### src/rtl/bit_framer_rx.sv
// bit_framer_rx: serial bit-stream deframer.
// Hunts for SYNC_WORD in the incoming bit stream (MSB first, sampled on i_en),
// then slices the following bits into WORD_W-bit words and queues them in a
// 2-entry output FIFO drained with an o_valid/i_ready handshake.
// Optional feature macro: BIT_FRAMER_RX_PARITY_EN adds one even-parity bit
// after every data word (state PAR); bad words are dropped and o_perr pulses.
//
// Handshake: o_valid is high whenever the FIFO is non-empty, o_data is the
// head word and stays stable until it is popped; a word is consumed on every
// rising edge where o_valid && i_ready.
module bit_framer_rx #(
  parameter int                WORD_W     = 8,
  parameter logic [WORD_W-1:0] SYNC_WORD  = 8'hA5,
  parameter int                IDLE_LIMIT = 16
) (
  input  logic              i_clk,
  input  logic              i_rst,
  input  logic              i_en,
  input  logic              i_a,
  output logic [WORD_W-1:0] o_data,
  output logic              o_valid,
  input  logic              i_ready,
  output logic              o_locked,
  output logic              o_ovf,
  output logic              o_perr,
  output logic [1:0]        fsm_state
);

  localparam int              CNT_W     = $clog2(WORD_W);
  localparam logic [CNT_W-1:0] LAST_BIT = CNT_W'(WORD_W - 1);
  localparam logic [7:0]      IDLE_LAST = 8'(IDLE_LIMIT - 1);

`ifdef BIT_FRAMER_RX_PARITY_EN
  typedef enum logic [1:0] {HUNT = 2'd0, DATA = 2'd1, PAR = 2'd2} state_t;
`else
  typedef enum logic [1:0] {HUNT = 2'd0, DATA = 2'd1} state_t;
`endif

  state_t             state_q, state_d;
  logic [WORD_W-1:0]  sr_q;
  logic [WORD_W-1:0]  sr_next;
  logic [CNT_W-1:0]   cnt_q, cnt_d;
  logic [7:0]         idle_q, idle_d;
  logic               push;
  logic [WORD_W-1:0]  push_word;

  // Output FIFO storage
  logic [WORD_W-1:0]  mem [2];
  logic               rd_ptr, wr_ptr;
  logic [1:0]         count_q;
  logic               full, pop, accept;
  logic               ovf_q;

  // Shift register content as it will be after this cycle's sample
  assign sr_next = (sr_q << 1) | WORD_W'(i_a);

`ifdef BIT_FRAMER_RX_PARITY_EN
  logic perr_d, perr_q;
  // In PAR the register still holds the finished word; the parity bit
  // itself has not been shifted in yet.
  assign push_word = sr_q;
  assign o_perr    = perr_q;
`else
  assign push_word = sr_next;
  assign o_perr    = 1'b0;
`endif

  // Shift register: take a new bit on every sample strobe
  always_ff @(posedge i_clk) begin
    if (i_rst) sr_q <= '0;
    else if (i_en) sr_q <= sr_next;
  end

  // FSM state and counters
  always_ff @(posedge i_clk) begin
    if (i_rst) begin
      state_q <= HUNT;
      cnt_q   <= '0;
      idle_q  <= '0;
    end else begin
      state_q <= state_d;
      cnt_q   <= cnt_d;
      idle_q  <= idle_d;
    end
  end

`ifdef BIT_FRAMER_RX_PARITY_EN
  // Parity error pulse register
  always_ff @(posedge i_clk) begin
    if (i_rst) perr_q <= 1'b0;
    else perr_q <= perr_d;
  end
`endif

  // Next-state logic: sync hunt, word slicing, idle timeout, parity check
  always_comb begin
    state_d = state_q;
    cnt_d   = cnt_q;
    idle_d  = idle_q;
    push    = 1'b0;
`ifdef BIT_FRAMER_RX_PARITY_EN
    perr_d  = 1'b0;
`endif
    case (state_q)
      HUNT: begin
        cnt_d  = '0;
        idle_d = '0;
        if (i_en && (sr_next == SYNC_WORD)) state_d = DATA;
      end
      DATA: begin
        if (i_en) begin
          idle_d = '0;
          if (cnt_q == LAST_BIT) begin
            cnt_d = '0;
            // A completed sync word is a re-frame marker, never data
            if (sr_next != SYNC_WORD) begin
`ifdef BIT_FRAMER_RX_PARITY_EN
              state_d = PAR;
`else
              push = 1'b1;
`endif
            end
          end else begin
            cnt_d = cnt_q + 1'b1;
          end
        end else if (idle_q == IDLE_LAST) begin
          state_d = HUNT;
          cnt_d   = '0;
          idle_d  = '0;
        end else begin
          idle_d = idle_q + 8'd1;
        end
      end
`ifdef BIT_FRAMER_RX_PARITY_EN
      PAR: begin
        if (i_en) begin
          idle_d  = '0;
          state_d = DATA;
          // Even parity: data ones plus parity bit must be even
          if (i_a == ^sr_q) push = 1'b1;
          else perr_d = 1'b1;
        end else if (idle_q == IDLE_LAST) begin
          state_d = HUNT;
          cnt_d   = '0;
          idle_d  = '0;
        end else begin
          idle_d = idle_q + 8'd1;
        end
      end
`endif
      default: begin
        state_d = HUNT;
        cnt_d   = '0;
        idle_d  = '0;
      end
    endcase
  end

  assign full   = (count_q == 2'd2);
  assign pop    = o_valid && i_ready;
  // A full FIFO still takes a word when the head leaves in the same cycle
  assign accept = push && (!full || pop);

  // Two-entry output FIFO with sticky overflow flag
  always_ff @(posedge i_clk) begin
    if (i_rst) begin
      mem[0]  <= '0;
      mem[1]  <= '0;
      rd_ptr  <= 1'b0;
      wr_ptr  <= 1'b0;
      count_q <= 2'd0;
      ovf_q   <= 1'b0;
    end else begin
      if (accept) begin
        mem[wr_ptr] <= push_word;
        wr_ptr      <= ~wr_ptr;
      end
      if (pop) rd_ptr <= ~rd_ptr;
      if (push && !accept) ovf_q <= 1'b1;
      case ({accept, pop})
        2'b10:   count_q <= count_q + 2'd1;
        2'b01:   count_q <= count_q - 2'd1;
        default: count_q <= count_q;
      endcase
    end
  end

  assign o_valid   = (count_q != 2'd0);
  assign o_data    = mem[rd_ptr];
  assign o_ovf     = ovf_q;
  assign o_locked  = (state_q != HUNT);
  assign fsm_state = state_q;

endmodule

### config.mk
export PLATFORM = sky130hd
export DESIGN_NAME = bit_framer_rx
export DESIGN_NICKNAME = d
export VERILOG_FILES = /design/src/rtl/bit_framer_rx.sv
export SDC_FILE = /design/constraint.sdc
export NUM_CORES = 1
export LEC_CHECK = 0
export ABC_AREA = 0
export CORE_ASPECT_RATIO = 0.6
export CORE_UTILIZATION = 50
export CTS_BUF_LIST = sky130_fd_sc_hd__clkbuf_16
export CTS_CLUSTER_SIZE = 10
export DETAILED_ROUTE_END_ITERATION = 10
export GPL_ROUTABILITY_DRIVEN = 0
export PLACE_DENSITY = 0.72
export SLEW_MARGIN = 30
export SYNTH_ARGS = -nofsm -noshare
export SYNTH_HDL_FRONTEND = slang
export SYNTH_SLANG_ARGS = --single-unit
### constraint.sdc
create_clock -name i_clk -period 3.7 [get_ports i_clk]
set_clock_uncertainty 0.1 [all_clocks]
set_input_delay 0.74 -clock i_clk [delete_from_list [all_inputs] [get_ports i_clk]]
set_output_delay 0.74 -clock i_clk [all_outputs]
set_load 0.02 [all_outputs]
======== After elaboration in Yosys (flattened, before gate mapping) ========
Memories as Yosys holds them, arrays and structs flattened. A register that Yosys moved wholly into a read port is not among the register bits.
Cells that the tools add are included.
word-level totals
  register bits ........................... 25
  bits in latches ......................... 0
  bits in writable memories ............... 16
  bits in read-only memories .............. 0
  input port bits ......................... 5
  output and inout bits ................... 14
  logic and storage cells ................. 66
  memories kept ........................... 1
operators by class
  $add $sub $neg .......................... 4
  multipliers ............................. 0
  div/mod/pow operators ................... 0
  magnitude comparators ................... 0
  equality and inequality tests ........... 11
  shift-type cells ........................ 0
  multiplexer cells ....................... 22
  bitwise gates (word level) .............. 4
  reductions and logical operators ........ 16
memories
  name  words  width  rd ports  clocked after Yosys merged registers in  write ports  RTL line  RTL
  mem   2      8      1         1                                        2            48        logic [WORD_W-1:0] mem [2];
operators by type and width
  operator                                        number
  two-way mux 1 bit                               13
  two-way mux 3 bit                               3
  adder 8 x 1 -> 8 bit (second input constant)    1
  == test 8 x 4 -> 1 bit (second input constant)  1
  == test 8 bit (second input constant)           1
  two-way mux 8 bit                               1
  != test 8 bit (second input constant)           1
  OR 8 x 1 -> 8 bit                               1
  one-hot mux 2 bit (2 select lines)              2
  nonzero test 2 bit                              4
  OR reduction 8 bit                              1
  two-way mux 2 bit                               3
  != test 2 bit (second input constant)           3
  == test 2 x 1 -> 1 bit (second input constant)  2
  == test 2 bit (second input constant)           2
  logical AND 1 bit                               4
  OR reduction 4 bit                              1
  adder 3 x 1 -> 3 bit (second input constant)    1
  == test 3 bit (second input constant)           1
  inverter 1 bit                                  3
  AND reduction 3 bit                             1
  adder 2 x 1 -> 2 bit (second input constant)    1
  zero test 1 bit                                 2
  zero test 2 bit                                 1
  other kinds (3)                                 3

======== Longest topological paths before layout ========
Gate-level depths: netlist of run 1.
  word-level depth ........................ 12
  mapped depth ............................ 11
  gate-level depth less buffers ........... 10

======== Worst setup path before layout of run 1 ========
Ideal clock, no wire load.
  path type ............................... input port to flip-flop
  start ................................... input port i_en
  end ..................................... register count_q[1]
  setup time .............................. 71 ps
  data arrival time ....................... 2073 ps
  required time ........................... 3529 ps
  setup slack ............................. 1456 ps
  stages on the path ...................... 8
  buffers on the path ..................... 1
  cells stage by stage .................... nand3_1 a41oi_1 and2_1 buf_6 inv_1 ha_1 or3_1 a21oi_1
between the ends
  word-level cells in the longest chain between the ends .. 5
  elaborated cells between the ends (all ways) .. 7
  classes of those cells .................. 2 x eq/ne; 3 x mux; 2 x reduce/logical
RTL lines
  element                                                                          RTL line  RTL
  start: declaration                                                               18        input logic i_en,
  two-way mux 1 bit *                                                              111       if (i_en) begin
  two-way mux 1 bit *                                                              104       case (state_q)
  logical AND 1 bit *                                                              162       assign accept = push && (!full || pop);
  == test 2 x 1 -> 1 bit / == test 2 bit (equally long branches)                   180       case ({accept, pop})
  one-hot mux 2 bit (2 select lines) / nonzero test 2 bit (equally long branches)  n/a
  end signal: assignment                                                           181       2'b10: count_q <= count_q + 2'd1;
  end signal: assignment                                                           182       2'b01: count_q <= count_q - 2'd1;
  end signal: assignment                                                           183       default: count_q <= count_q;
  end: declaration                                                                 50        logic [1:0] count_q;
Mark *: on every way between the ends. The rest lies on a longest branch, timed or not.
A chain may end at the register's enable or synchronous reset.

======== Final worst setup path of run 1 ========
  start ................................... input port i_a
  end ..................................... register count_q[1]
between the ends
  word-level cells in the longest chain between the ends .. 9
  elaborated cells between the ends (all ways) .. 11
  classes of those cells .................. 3 x eq/ne; 5 x mux; 1 x bitwise; 2 x reduce/logical
RTL lines
  element                                                                          RTL line  RTL
  start: declaration                                                               19        input logic i_a,
  OR 8 x 1 -> 8 bit *                                                              55        assign sr_next = (sr_q << 1) | WORD_W'(i_a);
  != test 8 bit *                                                                  116       if (sr_next != SYNC_WORD) begin
  two-way mux 1 bit *                                                              116
  two-way mux 1 bit *                                                              113       if (cnt_q == LAST_BIT) begin
  two-way mux 1 bit *                                                              111
  two-way mux 1 bit *                                                              104
  logical AND 1 bit *                                                              162
  == test 2 x 1 -> 1 bit / == test 2 bit (equally long branches)                   180
  one-hot mux 2 bit (2 select lines) / nonzero test 2 bit (equally long branches)  n/a
Marks and branches as above.

==> summary by stage, run 1 <==
Logic synthesis
The largest family of logic cells by synthesized area is simple AND/OR/NAND/NOR gates. Counting flops with an async set or reset pin after synthesis yields a share of 0. The synthesized-area fraction occupied by xor and xnor cells is 0.04409.

The area fraction in compound gates after synthesis came to 0.03849. The post-synthesis instance total is 162. For this run, the leading register cell type out of synthesis is sky130_fd_sc_hd__dfxtp_1.

The cell area after technology mapping is 0.001788 mm^2. The register bit count reported by yosys is 41. Dividing the synthesized area by the synthesized cell count gives 11.04 um^2. The sequential element share of the synthesized area is 0.5486. The warning count from the yosys run is 0. The multiplexer area fraction after synthesis is 0.09797.

The number of different library cells used by synthesis comes to 35. The synthesized design contains 16 enable-type register cells. Of the total synthesized cell area, the portion taken by AND, OR, NAND and NOR gates is 0.2008. The adder-cell share of the synthesized area is 0.02799.

Routing
The per-cell via count in the routed design is 5.429. For this block, the via count after detailed routing is 1216. In this run, the number of DRC markers left after iteration 0 of detailed routing was 64. The detail route stage leaves a number of antenna-violating nets equal to 0. The detailed-routing iteration count for the pre-antenna-repair pass is 4. The average routed wire per standard cell is 14.92 um. The final layout contains routed wiring with a total length of 3.341 mm.

In the routed design, unresolved DRC markers number 0.

Global routing
The via count of the first global-routing pass is 1183. The global-route wire length before repair is 5.609 mm. Entering global routing, the biggest net connects 22 pins. The number of antenna violations at the first check in global routing is 0. For this run the aggregate overflow at the end of global routing stands at 0. For this run, the total global-route usage over all layers was measured as 0.1997.

Power
In this run the static leakage power is 0.8412 nW. Total power for the finished layout comes to 0.9992 mW. The maximum resistive drop on vdd is 0.0002358 V.

The power per unit of standard cell area is 471.4 mW/mm^2.

Placement
Including well taps, the total number of placed cells is 216. The detailed placer's ending HPWL is 2.372 mm. The quantity of I/O buffers inserted on ports is 16. OpenSTA, run right after detailed placement, puts the worst setup slack at 530.3 ps. Once placement finished, the instance area stood at 0.001956 mm^2.

Final layout
The area overhead of the layout relative to synthesis is 18.54%. The finished cells cover 0.002120 mm^2. The count of placed standard cells in the final layout, fillers left out is 224. The number of antenna diodes in the final layout is 0. The share of the core filled with cells in the final layout is 0.6340. Of the cells placed in the final design, the portion with a size suffix greater than 1 is 0.1061. The final net count is 187.

STA
Setup violations remaining at the end of the flow were counted as 0. The tightest hold path in the finished design has a slack of 375.0 ps. The worst path needs 2899 ps of the cycle, external delays included.

Once routing completed, OpenROAD measured the worst setup slack at 800.7 ps. Based on the critical path, the design can be clocked at up to 0.3449 GHz. The number of max-slew violations in the final report is 0. The worst slew margin relative to its limit is 0.4910. The transition time at the pin with the least slew margin is 761.2 ps. Setup repair after global routing left no endpoint under its margin.

Dividing the final minimum period by the clock period gives 0.7836. The count of endpoints failing hold in the final timing report is 0. The final total negative setup slack is 0 ps.

Clocking
The number of gates resized after cts is 0. In this run, CTS created clock tree buffers numbering 5. The number of buffers on the longest clock path is 2. The hold buffer count at CTS is 0. The clock tree from TritonCTS is yes.

In this run the post-CTS setup repair buffer count came out at 0. The later-pin clock latency in the skew report is 280 ps. Clock tree synthesis found a total of 41 sinks. The clock edge transition at the registers on the reported setup and hold paths is 50 ps. The H-tree level count is 2. In this run the clock root is driven by a sky130_fd_sc_hd__clkbuf_16.

Run
The tool flagged a number of max-cap violations equal to 0.

Setup path
The data arrival at the endpoint of the critical path is 2990 ps. The type of the worst setup path is in2reg. The largest fanout on the critical path is 18. The kind of end point of the critical path is a flip-flop. For the worst setup path, the data required time is 3790 ps.

STA classifies the critical path startpoint as a primary input.

Die
The width of the die is 79.20 um. The row count is 16. In this run the count of I/O pins placed on the die edge is 19.

The core area is 0.003343 mm^2. For this configuration, the core starts out at a cell density of 0.5348. The overall die area is 0.003827 mm^2.

The overall die height is 48.32 um.

Min path
The path class of the tightest hold or removal check is reg2reg.

Outcome
The run finished with clean final reports.
[critical path, cell delays in order]
cell and delay (ps):
sky130_fd_sc_hd__clkdlybuf4s50_1 530, sky130_fd_sc_hd__a41oi_1 260, sky130_fd_sc_hd__and2_1 460, sky130_fd_sc_hd__inv_1 140
sky130_fd_sc_hd__ha_1 340, sky130_fd_sc_hd__or3_1 350, sky130_fd_sc_hd__a21oi_1 160
[synthesized netlist by cell type, types with 4 or more instances]
| master | n | area, um^2 |
|---|---|---|
| sky130_fd_sc_hd__nand3_1 | 5 | 25.02 |
| sky130_fd_sc_hd__nor2_1 | 21 | 78.83 |
| sky130_fd_sc_hd__o21ai_0 | 4 | 20.02 |
| sky130_fd_sc_hd__dfxtp_1 | 25 | 500.5 |
| sky130_fd_sc_hd__ha_1 | 4 | 50.05 |
| sky130_fd_sc_hd__edfxtp_1 | 16 | 480.5 |
| sky130_fd_sc_hd__mux2i_1 | 7 | 70.07 |
| sky130_fd_sc_hd__nand2_1 | 10 | 37.54 |
| sky130_fd_sc_hd__xnor2_1 | 5 | 43.79 |
| sky130_fd_sc_hd__xor2_1 | 4 | 35.03 |
| sky130_fd_sc_hd__and3_1 | 16 | 100.1 |
| sky130_fd_sc_hd__mux2_2 | 8 | 90.09 |
[cells by family (layout without fill, tap and decap cells)]
kind of cell | count (synthesis) | in the layout
compound gates | 11 | 11
fa+ha+maj | 4 | 4
other cells | 1 | 2
simple gates | 68 | 68
xor+xnor | 9 | 9
flops | 41 | 41
mux | 16 | 16
buf+inv | 12 | 28
[layout make-up]
class	count	area (um^2)
tap	45	56.30
timing repair buffer	17	167.7
inverter	3	11.26
fill	234	1224
clock inverter	3	38.79
sequential	41	980.9
multi-input combinational	110	739.5
clock buffer	5	125.1
[worst paths after layout]
path,depth (start not counted),slack (ps),startpoint,end
setup / recovery,7,800,i_a,count_q[1]
hold / removal,1,370,idle_q[0],idle_q[0]
setup reg to reg,9,1060,cnt_q[0],count_q[1]
hold reg to reg,1,370,idle_q[0],idle_q[0]
[flip-flops by register name (all words and copies together), names as in the netlist, named ones only]
| register | count |
|---|---|
| fsm_state | 1 |
| cnt_q | 3 |
| idle_q | 8 |
| count_q | 2 |
| sr_q | 7 |
| mem | 16 |
| wr_ptr | 1 |
| o_ovf | 1 |
| rd_ptr | 1 |
[per-layer routing]
layer | global-route usage | part of all wire
met1 | 0.2543 | 0.47
met2 | 0.3075 | 0.48
met3 | 0.07925 | 0.039
met4 | 0.07273 | 0.015
met5 | 0 | 0
[layout by cell type (no fill, tap or decap), drive strengths merged]
cell type / n
inv: 4
o31ai: 1
nand3: 5
nand2b: 1
bufinv: 1
mux2i: 7
xnor2: 5
nor2b: 3
mux2: 9
nand4: 2
a31oi: 1
nor4b: 1
a21oi: 1
a41oi: 1
nor3: 2
conb: 2
dfxtp: 25
or3: 2
o21ai: 4
nand2: 10
and4: 1
o22ai: 1
buf: 1
nor2: 21
a21o: 2
clkinv: 1
edfxtp: 16
or2: 1
clkdlybuf4s50: 16
clkbuf: 5
and2: 2
and3: 16
ha: 4
nor4: 1
xor2: 4
[power breakdown]
part / total [mW] / leakage, nW / internal [mW] / switching [mW]
registers: 0.483 / 0.353 / 0.479 / 0.00487
clock network: 0.472 / 0.0850 / 0.314 / 0.159
logic: 0.0433 / 0.403 / 0.0188 / 0.0246
Note: power is estimated with default switching activity, not from simulation.
==> inputs of run 2 (changes only) <==
==> constraint.sdc (replaced) <==
create_clock -name i_clk -period 3 [get_ports i_clk]
set_clock_uncertainty 0.1 [all_clocks]
set_input_delay 0.6 -clock i_clk [delete_from_list [all_inputs] [get_ports i_clk]]
set_output_delay 0.6 -clock i_clk [all_outputs]
set_load 0.02 [all_outputs]
==> run 2 against run 1 <==
First-iteration DRC count grew 48%; critical endpoint is now o_data[3]; via count shrank 1.5%; clock power grew 24%; die area is the same; final area grew 1.1%; highest routed layer unchanged; largest cell class unchanged; worst setup slack lost 230 ps.
==> summary by stage, run 2 (same netlist as run 1, synthesis figures left out) <==
Routing
The antenna violation net count after detailed routing was 0 (unchanged). The per-cell via count in the routed design came to 5.278 (-2.8%). The total DRC errors in the routed layout is 0 (unchanged). The number of violations reported at the end of detailed-routing iteration 0 is 95 (+48%).

The detailed-routing iteration count for the pre-antenna-repair pass is 4 (unchanged). The average routed wire per standard cell came to 15.07 um (+1.0%). The wire length after detailed routing is 3.420 mm (+2.4%). The number of vias after detailed routing came to 1198 (-1.5%).

Final layout
The register with the most flip-flops is mem. The register area is 980.9 um^2 (unchanged). The fraction of final layout cells with drive strength greater than 1 was 0.1209 (+0.01473). The final-layout fill cell count is 259 (+11%). The area used by multi-input combinational logic is 739.5 um^2 (unchanged). In the layout the commonest cells are sky130_fd_sc_hd__dfxtp_1 (25), sky130_fd_sc_hd__nor2_1 (21), sky130_fd_sc_hd__and3_1 (16), sky130_fd_sc_hd__clkdlybuf4s50_1 (16), sky130_fd_sc_hd__edfxtp_1 (16).

The area overhead of the layout relative to synthesis is 19.80%. The largest registers in the layout are mem x16, idle_q x8, sr_q x7. The post-route cell area is 0.002142 mm^2 (+1.1%). The final net count is 190 (+1.6%). The diode insertion count for antenna repair is 0 (unchanged).

The most frequent standard cell in the layout excluding fill and tap cells is sky130_fd_sc_hd__dfxtp_1. The flip-flop count of the largest register, all copies and words added is 16 (unchanged).

Die
The overall die height is 48.32 um (unchanged). The number of top-level pins came to 19 (unchanged). The overall die area is 0.003827 mm^2 (unchanged). The row count is 16 (unchanged). The width of the die is 79.20 um (unchanged). The core area is 0.003343 mm^2 (unchanged). The starting utilization of the core area is 0.5348 (unchanged).

Setup path
The largest fanout on the critical path came to 8 (-10). STA classifies the critical path endpoint as an output pin. The worst setup path is launched from a flip-flop.

The setup path with the least slack is of type reg2out. The worst path required time came to 2300 ps (-1490 ps). The data arrival at the endpoint of the critical path came to 1730 ps (-1260 ps).

Global routing
The fraction of met3 tracks used by global routing is 0.06792 (-0.01132). The via count of the first global-routing pass is 1190 (+0.59%). The global routing usage summed across all routing layers is 0.2089 (+0.009258).

The global-route wire length before repair is 5.789 mm (+3.2%). The met2 demand-to-capacity share in global routing was 0.3247 (+0.01724). The global routing's busiest layer is met2. The number of antenna violations at the first check in global routing was 0 (unchanged). The pin count of the biggest net entering global routing is 18 (-18%). The total grt overflow is 0 (unchanged). The met1 capacity usage during global routing is 0.2748 (+0.02057).

Clocking
The clock edge transition at the registers on the reported setup and hold paths is 60 ps (about the same). The hold buffer count at CTS was 0 (unchanged). The CTS buffer count came to 5 (unchanged). The number of buffers inserted to repair setup after CTS is 0 (unchanged).

The clock sink count is 41 (unchanged). The later-pin clock latency in the skew report is 280 ps (about the same). TritonCTS built the clock tree. The number of gates resized after cts is 0 (unchanged). The root buffer selected by CTS is sky130_fd_sc_hd__clkbuf_16. The number of buffers on the longest clock path is 2 (unchanged). The H-tree level count is 2 (unchanged).

Min path
The tightest min-delay check is of the reg2reg type.

STA
The number of failing setup endpoints in the final timing report was 0 (unchanged). The transition time at the pin with the least slew margin is 558.1 ps (-203.1 ps). The count of endpoints failing hold in the final timing report was 0 (unchanged). In the finished design, the share of the clock period the worst path needs comes to 0.8107.

After layout, the minimum clock period comes to 2432 ps. Setup repair after global routing left no endpoint under its margin. The number of max-slew violations in the final report is 0 (unchanged). The final total negative setup slack is 0 ps (unchanged). The upper clock frequency limit is 0.4112 GHz. The worst slew margin relative to its limit is 0.6268 (+0.1358).

Placement
The cell area after placement is 0.001978 mm^2 (+1.2%). The detailed placer's ending HPWL is 2.586 mm (+9.0%). The quantity of I/O buffers inserted on ports is 16 (unchanged).

Power
The leakage power is 0.8563 nW (+1.8%). The power per unit of standard cell area is 577.3 mW/mm^2 (+22%). The maximum resistive drop on vdd is 0.0004192 V (+78%).

Run
The max-capacitance violation count is 0 (unchanged).

Outcome
The flow ran to the end, and the final reports show no timing, DRC or antenna violations.
## run 2: final timing paths
check        depth (start not counted)  slack, ps      start         end
min                                  1        370  idle_q[0]   idle_q[0]
max                                  2        570  flip-flop   o_data[3]
min reg2reg                          1        370  idle_q[0]   idle_q[0]
max reg2reg                          9        780   cnt_q[0]  count_q[1]
## run 2: per-stage QoR
| step | total power [mW] | instances | hold slack (ps) | utilization | setup slack [ps] |
|---|---|---|---|---|---|
| after global placement | 0.6609 | 219 | 341.3 | 0.5917 | 439.9 |
| final | 1.237 | 227 | 365.7 | 0.6407 | 568.0 |
| after detailed placement | 0.6631 | 219 | 353.7 | 0.5917 | 376.7 |
| after global routing | 1.274 | 227 | 407.1 | 0.6407 | 498.4 |
| after CTS | 1.246 | 227 | 366.3 | 0.6407 | 536.8 |
| after floorplan | 0.6382 | 163 | 326.1 | - | 871.6 |
## run 2: cell type report
type,instances,share of cell area
inverters,3,0.005257
flip-flops and latches,41,0.4579
clock buffers,5,0.05841
well taps,45,0.02629
repair buffers,20,0.08879
multi-input cells,110,0.3452
clock inverters,3,0.01811
## run 2: power by group
group          leakage, nW  switching (mW)  internal (mW)  total (mW)
logic                0.418          0.0303         0.0248      0.0550
registers            0.353         0.00592          0.590       0.596
clock network       0.0850           0.198          0.387       0.586
## run 2: routing by layer
metal  wire (um)  share of wire
met5           0              0
met4          51          0.015
met3         133          0.039
met2        1595           0.47
met1        1640           0.48
## run 2: critical path, stage by stage (launching register included)
cell	delay [ps]
sky130_fd_sc_hd__dfxtp_1	530
sky130_fd_sc_hd__mux2_2	380
sky130_fd_sc_hd__clkdlybuf4s50_1	540
==> inputs of run 3 (changes only) <==
--- a/config.mk
+++ b/config.mk
@@ -12,7 +12,7 @@
 export CTS_CLUSTER_SIZE = 10
 export DETAILED_ROUTE_END_ITERATION = 10
 export GPL_ROUTABILITY_DRIVEN = 0
-export PLACE_DENSITY = 0.72
+export PLACE_DENSITY = 0.75
 export SLEW_MARGIN = 30
 export SYNTH_ARGS = -nofsm -noshare
 export SYNTH_HDL_FRONTEND = slang
==> constraint.sdc (replaced) <==
create_clock -name i_clk -period 2.1 [get_ports i_clk]
set_clock_uncertainty 0.1 [all_clocks]
set_input_delay 0.42 -clock i_clk [delete_from_list [all_inputs] [get_ports i_clk]]
set_output_delay 0.42 -clock i_clk [all_outputs]
set_load 0.02 [all_outputs]
==> run 3 against run 2 <==
The flow now finishes with violations (setup timing); sequential share of layout area shrank 3.9 points; critical endpoint is now count_q[1]; total power grew 45%; critical path depth grew 8; largest power group unchanged; sequential power grew 43%.
==> summary by stage, run 3 (same netlist as run 1, synthesis figures left out) <==
Die
The overall die height was 48.32 um (unchanged). The overall die area was 0.003827 mm^2 (unchanged). The row count is 16 (unchanged).

The width of the die is 79.20 um (unchanged). The number of top-level pins is 19 (unchanged). The core area was 0.003343 mm^2 (unchanged). The starting utilization of the core area is 0.5348 (unchanged).

Final layout
The post-route cell area is 0.002355 mm^2 (+9.9%). The area growth from synthesis to layout is 31.70%. The share of the core filled with cells in the final layout is 0.7043 (+0.06362). The fraction of final layout cells with drive strength greater than 1 was 0.2449 (+0.1240). The flip-flop count of the largest register, all copies and words added was 16 (unchanged).

The count of placed standard cells in the final layout, fillers left out is 241 (+6.2%). The largest registers in the layout are mem x16, idle_q x8, sr_q x7. Leaving out fill and tap cells, the most frequent cells in the layout are sky130_fd_sc_hd__dfxtp_1 (22), sky130_fd_sc_hd__nor2_1 (21), sky130_fd_sc_hd__and3_1 (16), sky130_fd_sc_hd__edfxtp_1 (16), sky130_fd_sc_hd__buf_4 (16). The library cell used most frequently in the layout, excluding fill and tap cells, is sky130_fd_sc_hd__dfxtp_1. The diode insertion count for antenna repair came to 0 (unchanged). mem holds more flip-flops than any other register. The final net count is 204 (+7.4%).

Routing
The antenna violation net count after detailed routing is 0 (unchanged). The detailed route wirelength on metal2 is 1.742 mm (+9.2%). The per-cell via count in the routed design was 5.452 (+3.3%).

The detailed-routing iteration count for the pre-antenna-repair pass is 4 (unchanged). The number of violations reported at the end of detailed-routing iteration 0 came to 154 (+62%). The total DRC errors in the routed layout came to 0 (unchanged). The met1 wire length was 1.632 mm (-0.49%). The number of vias after detailed routing is 1314 (+9.7%). The met3 wire length is 270 um (+100%).

The average routed wire per standard cell came to 15.60 um (+3.5%). The wire length after detailed routing is 3.759 mm (+9.9%). The highest layer touched by signal routing is met4.

Power
The switching power as a share of total power is 0.1955 (+0.005831). The portion of total power attributed to sequential cells is 0.475 (-0.007). The leakage power is 0.9647 nW (+13%). The maximum resistive drop on vdd came to 0.0004641 V (+11%).

The power spent charging and discharging nets is 0.3496 mW (+49%). The power per unit of standard cell area is 759.3 mW/mm^2 (+32%). The clock power share is 0.475 (about the same). The internal power consumption is 1.438 mW (+44%). The combinational share of power came to 0.049 (+0.005).

STA
The count of endpoints failing hold in the final timing report was 0 (unchanged). The worst hold-check slack is 373.1 ps (+7.463 ps). The number of max-slew violations in the final report is 0 (unchanged). The clock period minus final worst setup slack is 2106 ps. The upper clock frequency limit is 0.4747 GHz. The number of failing setup endpoints in the final timing report was 1 (+1).

Setup repair after global routing could not meet its margin everywhere. The post-route worst setup slack was -6.375 ps (-574.4 ps). The final worst-path cycle share is 1.003.

Placement
The worst slack at placement is -287.5 ps (-664.2 ps). The detailed placer's ending HPWL is 2.662 mm (+2.9%). The cell area after placement is 0.002106 mm^2 (+6.5%).

The placed cell count is 230 (+5.0%). The quantity of I/O buffers inserted on ports was 16 (unchanged).

Setup path
The peak per-stage delay on the critical path is 370 ps (-170 ps). The worst path required time is 2220 ps (-80 ps). The largest fanout on the critical path came to 3 (-5). The cell with the largest stage delay on the worst path is sky130_fd_sc_hd__or3_1. The data arrival at the endpoint of the critical path came to 2230 ps (+500 ps). STA classifies the critical path endpoint as a flip-flop. The kind of start point of the critical path is a flip-flop.

The most used cell along the critical path is sky130_fd_sc_hd__ha_4. The worst register-to-register path begins at cnt_q[0]. The first element of the critical path is cnt_q[0]. The type of the worst setup path is reg2reg. Traced cell by cell, the critical path runs through ha_4 -> ha_4 -> nand3_4 -> a41oi_2 -> and2_4 -> inv_4 -> ha_4 -> xnor2_2 -> or3_1 -> a21oi_2.

Clocking
The number of buffers on the longest clock path came to 2 (unchanged). TritonCTS built the clock tree. Clock tree synthesis selected as its root buffer the cell sky130_fd_sc_hd__clkbuf_16. The clock edge transition at the registers on the reported setup and hold paths is 60 ps (about the same). The later-pin clock latency in the skew report is 280 ps (about the same).

The H-tree level count is 2 (unchanged). The clock sink count was 41 (unchanged). The hold buffer count at CTS is 0 (unchanged). The CTS buffer count came to 5 (unchanged).

Global routing
The pin count of the biggest net entering global routing is 18 (unchanged). The number of antenna violations at the first check in global routing is 0 (unchanged). The total grt overflow is 0 (unchanged). The global-route wire length before repair is 6.258 mm (+8.1%). The via count of the first global-routing pass is 1333 (+12%). The global routing usage summed across all routing layers is 0.2248 (+0.01588).

Outcome
The flow ran to the end, but the final reports show violations. The final reports fail on setup timing.

Run
The max-capacitance violation count was 0 (unchanged).

Min path
The path category of the worst min-delay check is reg2reg. The startpoint identified for the worst hold timing path is o_ovf.
run 3: power by group through the flow:
stage	logic, mW	clock network [mW]	registers (mW)
finish	0.0883	0.850	0.850
global route	0.0943	0.888	0.852
detailed placement	0.0926	0	0.868
floorplan	0.0472	0	0.865
CTS	0.0891	0.858	0.850
global placement	0.0902	0	0.867
run 3: repair_timing:
item,4_1_cts,5_1_grt
pin swaps,2,4
resized for setup,12,12
setup buffers,1,2
setup endpoints to repair,9,20
hold endpoints to repair,0,0
run 3: final timing paths:
check	to	slack [ps]	depth (start not counted)
setup reg to reg	count_q[1]	-6	10
hold reg to reg	o_ovf	370	2
setup / recovery	count_q[1]	-6	10
hold / removal	o_ovf	370	2
run 3: area by class of cell:
cell class | instances | area [um^2]
inverters | 3 | 13.76
flip-flops and latches | 41 | 987.2
clock inverters | 3 | 41.29
fillers | 229 | 988.4
clock buffers | 5 | 125.1
repair buffers | 34 | 320.3
well taps | 45 | 56.30
multi-input cells | 110 | 810.8
run 3: layer usage:
| metal | vias up | track usage |
|---|---|---|
| met5 | - | 0 |
| met4 | 0 | 0.1273 |
| met3 | 15 | 0.05660 |
| met2 | 48 | 0.3649 |
| met1 | 616 | 0.2733 |
| li1 | 635 | - |
run 3: worst max-delay path: cells and delay by family (launching register included):
family | cells | cell delay [ps]
flip-flops | 1 | 360
adder cells (fa/ha/maj) | 3 | 430
XOR/XNOR | 1 | 120
buffers and inverters | 1 | 40
AND/OR/NAND/NOR | 3 | 650
AO/OA/AOI/OAI | 2 | 340
run 3: through the flow:
stage          TNS, ps  total power, mW
2_1_floorplan        0           0.9119
3_3_place_gp     -2325           0.9571
3_5_place_dp     -3163           0.9610
4_1_cts              0            1.797
5_1_grt         -40.13            1.835
6_report        -6.375            1.788
